File: src/rtl/mc_mem_pkg.sv
// Shared types and constants for the CPU-side SRAM interface stage.
// Imported by the controller and by its counter sub-module.
package mc_mem_pkg;

  typedef enum logic [1:0] {
    IDLE   = 2'd0,
    ACCESS = 2'd1,
    WAIT   = 2'd2,
    DONE   = 2'd3
  } state_t;

  localparam int WAIT_CNT_W = 4;

endpackage

File: src/rtl/mc_sat_cnt.sv
// Saturating up-counter with synchronous clear.
// Holds at all-ones instead of wrapping back to zero.
module mc_sat_cnt
  import mc_mem_pkg::*;
#(
  parameter int CNT_W = 16
) (
  input  logic             clk,
  input  logic             clr,
  input  logic             inc,
  output logic [CNT_W-1:0] count
);

  always_ff @(posedge clk) begin
    if (clr) begin
      count <= '0;
    end else if (inc && (count != {CNT_W{1'b1}})) begin
      count <= count + 1'b1;
    end
  end

endmodule

File: src/rtl/mc_mem_ctrl.sv
// Memory stage between the multicycle CPU bus and a synchronous single-port
// SRAM: one word per request, programmable wait states, range/alignment check.
module mc_mem_ctrl
  import mc_mem_pkg::*;
#(
  parameter int WAIT_CYCLES = 1,
  parameter int DEPTH_LOG2  = 10,
  parameter int CNT_W       = 16
) (
  input  logic                  clk,
  input  logic                  clr,
  input  logic                  req,
  input  logic                  we,
  input  logic [31:0]           adr,
  input  logic [31:0]           tom,
  output logic [31:0]           fromm,
  output logic                  ready,
  output logic                  err,
  output logic                  mem_cs,
  output logic                  mem_we,
  output logic [DEPTH_LOG2-1:0] mem_addr,
  output logic [31:0]           mem_wdata,
  input  logic [31:0]           mem_rdata,
  output logic [CNT_W-1:0]      rd_count,
  output logic [CNT_W-1:0]      wr_count
);

  localparam logic [WAIT_CNT_W-1:0] WAIT_LAST = WAIT_CNT_W'(WAIT_CYCLES);

  state_t                state;
  logic [WAIT_CNT_W-1:0] wait_cnt;
  logic                  we_lat;
  logic                  err_flag;
  logic                  bad_adr;
  logic                  done_good;

  // Misaligned, or any bit set above the top word-address bit.
  assign bad_adr = (adr[1:0] != 2'b00) || ((adr >> (DEPTH_LOG2 + 2)) != 32'd0);

  always_ff @(posedge clk) begin
    if (clr) begin
      state     <= IDLE;
      wait_cnt  <= '0;
      we_lat    <= 1'b0;
      err_flag  <= 1'b0;
      fromm     <= '0;
      ready     <= 1'b0;
      err       <= 1'b0;
      mem_cs    <= 1'b0;
      mem_we    <= 1'b0;
      mem_addr  <= '0;
      mem_wdata <= '0;
    end else begin
      ready  <= 1'b0;
      err    <= 1'b0;
      mem_cs <= 1'b0;
      mem_we <= 1'b0;
      case (state)
        IDLE: begin
          if (req) begin
            we_lat <= we;
            if (bad_adr) begin
              err_flag <= 1'b1;
              state    <= DONE;
            end else begin
              // SRAM strobes are registered here so they are high exactly in ACCESS.
              err_flag  <= 1'b0;
              mem_cs    <= 1'b1;
              mem_we    <= we;
              mem_addr  <= adr[DEPTH_LOG2+1:2];
              mem_wdata <= tom;
              state     <= ACCESS;
            end
          end
        end
        ACCESS: begin
          wait_cnt <= WAIT_CNT_W'(1);
          state    <= WAIT;
        end
        WAIT: begin
          if (wait_cnt == WAIT_LAST) begin
            if (!we_lat) begin
              fromm <= mem_rdata;
            end
            state <= DONE;
          end else begin
            wait_cnt <= wait_cnt + 1'b1;
          end
        end
        DONE: begin
          ready <= 1'b1;
          err   <= err_flag;
          state <= IDLE;
        end
        default: state <= IDLE;
      endcase
    end
  end

  assign done_good = (state == DONE) && !err_flag;

  mc_sat_cnt #(.CNT_W(CNT_W)) u_rd_cnt (
    .clk   (clk),
    .clr   (clr),
    .inc   (done_good && !we_lat),
    .count (rd_count)
  );

  mc_sat_cnt #(.CNT_W(CNT_W)) u_wr_cnt (
    .clk   (clk),
    .clr   (clr),
    .inc   (done_good && we_lat),
    .count (wr_count)
  );

endmodule

File: config.mk
export PLATFORM = sky130hd
export DESIGN_NAME = mc_mem_ctrl
export DESIGN_NICKNAME = d
export VERILOG_FILES = /design/src/rtl/mc_mem_pkg.sv /design/src/rtl/mc_sat_cnt.sv /design/src/rtl/mc_mem_ctrl.sv
export SDC_FILE = /design/constraint.sdc
export NUM_CORES = 1
export LEC_CHECK = 0
export CELL_PAD_IN_SITES_DETAIL_PLACEMENT = 0
export CELL_PAD_IN_SITES_GLOBAL_PLACEMENT = 1
export CORE_MARGIN = 5
export CORE_UTILIZATION = 28
export CTS_CLUSTER_SIZE = 24
export DETAILED_ROUTE_END_ITERATION = 8
export MAX_ROUTING_LAYER = met4
export PLACE_DENSITY = 0.81
export SYNTH_ARGS = -nofsm -noshare
export SYNTH_HDL_FRONTEND = slang
export SYNTH_HIERARCHICAL = 1
export SYNTH_SLANG_ARGS = --single-unit
File: constraint.sdc
create_clock -name clk -period 1.8 [get_ports clk]
set_input_delay 0.27 -clock clk [delete_from_list [all_inputs] [get_ports clk]]
set_output_delay 0.27 -clock clk [all_outputs]
set_load 0.1 [all_outputs]
==> results by group <==
Cells and area
  • Layout cells sized above 1: 29.4%
  • Final core occ: 44.8%
  • Fill cells: 1,848
  • Final Cell Area: 8350 um^2
  • NumNets Final: 936
  • Multi-input gate area: 2600 um^2
  • Ant. Diodes: 0
  • Area growth syn-to-layout: 57.9%
  • Register Area: 2480 um^2

Global routing
  • Total gr overflow: 0
  • First-pass GRT wire length: 26.5 mm
  • Initial antenna violation count: 0
  • Vias in the first global route: 5,219
  • Largest net degree at the start of global routing: 46
  • Total track usage: 15.3%

STA
  • Slew margin rel.: 64.5%
  • RSZ-0062 raised after global routing: yes
  • Skew final: 0.0123 ns
  • Pins Over Slew Limit: 0
  • # setup viols final: 0
  • FMAX: 578 MHz
  • Final Hold Viols: 0
  • Final period util: 96.2%
  • Aggregate negative setup slack: 0 ns
  • Worst hold margin: 0.215 ns
  • Worst-Margin Slew: 0.526 ns
  • Shortest period the worst path allows: 1.73 ns

Floorplan
  • Die Area: 21,700 um^2
  • CORE AREA: 18,600 um^2
  • Die Wd: 147 um
  • IO Pins: 210
  • Initial Utilization: 28.4%
  • Site row count: 50
  • Die Ht: 147 um

Clock network
  • Max clock buf depth: 2
  • H-tree levels: 4
  • Hold Buf Count CTS: 0
  • CTS tree: yes
  • Clock transition at path regs: 0.05 ns
  • CTS sink cnt: 118
  • TritonCTS Buffers: 17
  • Clock root buffer master: clkbuf_16
  • Skew-Pair Late Insertion Delay: 0.42 ns

Drt
  • Starting DRT DRC Count: 229
  • Post-detailed-route DRC marker count: 0
  • Avg WL per Cell: 15.6 um
  • Routed via count: 5,392
  • Detailed Routing Iterations Pass 1: 6
  • Remaining antenna violation count after routing: 0
  • Via density: 5.03
  • DRT Wirelength: 16.7 mm

Placed design
  • Routability cong.: 0.808
  • Area after DPL: 7700 um^2
  • Hpwl dp: 11.6 mm
  • IO buf count: 209

Pwr
  • Maximum vdd drop: 646 uV
  • Cell Pwr Density: 935 nW/um^2
  • LEAKAGE: 3.07 nW
  • Power Total: 0.00781 W

Outcome
  • Status: finished clean

Critical path
  • Setup crit end: u_rd_cnt/count[15]
  • R2r setup slk: 0.07 ns
  • Worst-path cell chain: ha_4 > nor3b_4 > nand2_2 > buf_4 > or4_4 > a21oi_2
  • Crit-path max FO: 4
  • Worst reg2reg startpoint: state[0]
  • Worst Path Arrival: 2.08 ns
  • CP top delay family: simple AND/OR/NAND/NOR gates
  • Critical path's slowest cell: or4_4
  • Crit. Startpoint: state[0]
  • Reg2Reg Depth: 6
  • CP Depth: 6
  • Worst path bufs/invs: 1
  • CP startpoint kind: register
  • Max incr delay on CP: 0.47 ns
  • Reg-to-reg endpoint: u_rd_cnt/count[15]
  • Critical Path RT: 2.15 ns
  • Setup Crit Path Kind: register to register
  • Critical path endpoint category: register

Worst hold path
  • Hold WC Path Type: primary input to register

Logic synthesis
  • Asr flop ratio synth: 0%
  • FF+latch count, synth: 118
  • Post-synth EDFFs: 0
  • Main synth FF type: dfxtp_1
  • Warnings, synthesis: 6
  • Sequential fraction of the synthesis area: 44.7%
  • Mapped cell area: 5290 um^2
  • Mapped Nets: 717
  • Unique cell type count in the Yosys netlist: 50
  • Avg Cell Area, Syn: 8.70 um^2
  • Synth Instances: 608

Flow run
  • Max-capacitance violation count: 0
[per-stage QoR]
step           cells  setup WS, ns
4_1_cts         1071       0.00613
3_3_place_gp    1041        -0.132
5_1_grt         1072       -0.0150
2_1_floorplan    608       0.00732
6_report        1072        0.0690
3_5_place_dp    1041        -0.167
[logic make-up after synthesis]
kind of cell             Yosys count  share of synthesized area (%)
flip-flops                       118                           44.7
AND/OR/NAND/NOR                  241                           26.2
AO/OA/AOI/OAI                    171                           17.3
adder cells (fa/ha/maj)            9                           2.13
XOR/XNOR                           4                          0.662
buffers and inverters             58                           7.64
multiplexers                       7                           1.40
[what timing repair did]
action | CTS | global route
resized for setup | 6 | 15
endpoints found under the setup margin | 10 | 20
setup buffers | 1 | 1
pin swaps | 1 | 8
[where the power goes]
part	internal [W]	leakage, nW	switching, W	total [W]
registers	0.00269	0.979	0.000101	0.00280
clock network	0.00203	0.274	0.00124	0.00327
logic	0.000640	1.82	0.00110	0.00174
total	0.00537	3.07	0.00244	0.00781
[cells in the mapped netlist (5+ instances only)]
master / count / share of area [%]
or3_1: 6 / 0.71
o31ai_1: 12 / 1.7
ha_1: 9 / 2.1
a21oi_1: 98 / 9.3
inv_1: 10 / 0.71
or4_1: 14 / 2.0
nor2_1: 20 / 1.4
nand4_1: 48 / 5.7
dfxtp_1: 118 / 45
nor2b_1: 6 / 0.71
o21ai_0: 43 / 4.1
nor3_1: 13 / 1.2
clkbuf_8: 6 / 1.6
nand2_1: 77 / 5.5
and4_1: 7 / 1.2
o21ai_1: 9 / 0.85
nor4_2: 5 / 1.2
nand3_1: 15 / 1.4
clkbuf_1: 19 / 1.3
buf_2: 9 / 0.85
buf_6: 6 / 1.3
[sequential cells by signal, indices dropped and copies added (netlist names)]
| signal | flops |
|---|---|
| mem_wdata | 32 |
| fromm | 32 |
| u_wr_cnt/count | 16 |
| err_flag | 1 |
| state | 2 |
| mem_cs | 1 |
| ready | 1 |
| err | 1 |
| we_lat | 1 |
| mem_addr | 10 |
| wait_cnt | 4 |
| mem_we | 1 |
| u_rd_cnt/count | 16 |
[cell usage in the layout, fill, tap and decap left out, drive strengths merged, types with 12 or more instances in the layout]
cell / n
a21oi: 98
or4: 14
nand4: 51
clkdlybuf4s50: 98
clkbuf: 22
nor3: 13
o31ai: 12
nand3: 15
buf: 150
nor2: 20
dfxtp: 118
o21ai: 52
inv: 12
nand2: 79
[worst min path at each step]
| stage | startpoint | endpoint | slack (ns) | depth (start not counted) |
|---|---|---|---|---|
| final | clr | u_rd_cnt/count[13] | 0.21 | 2 |
| after global routing | clr | u_rd_cnt/count[4] | 0.22 | 2 |
| after CTS | clr | u_rd_cnt/count[4] | 0.20 | 2 |
| after detailed placement | fromm[6] | fromm[6] | 0.45 | 2 |
| after global placement | fromm[18] | fromm[18] | 0.44 | 2 |
| after floorplan | clr | ready | 0.35 | 1 |
[per-layer routing]
layer  track usage, %  routed length (um)
met1             18.9                7390
met2             24.2                8060
met4             4.38                 248
met3             4.94                1020
met5                -                   0
[cell type report]
type / instances / area share (%)
multi-input cells: 432 / 31.1
flip-flops and latches: 118 / 29.8
repair buffers: 248 / 28.5
clock buffers: 22 / 5.81
well taps: 234 / 3.51
clock inverters: 8 / 0.869
inverters: 10 / 0.450
No activity file was read; power rests on OpenSTA's default activity.
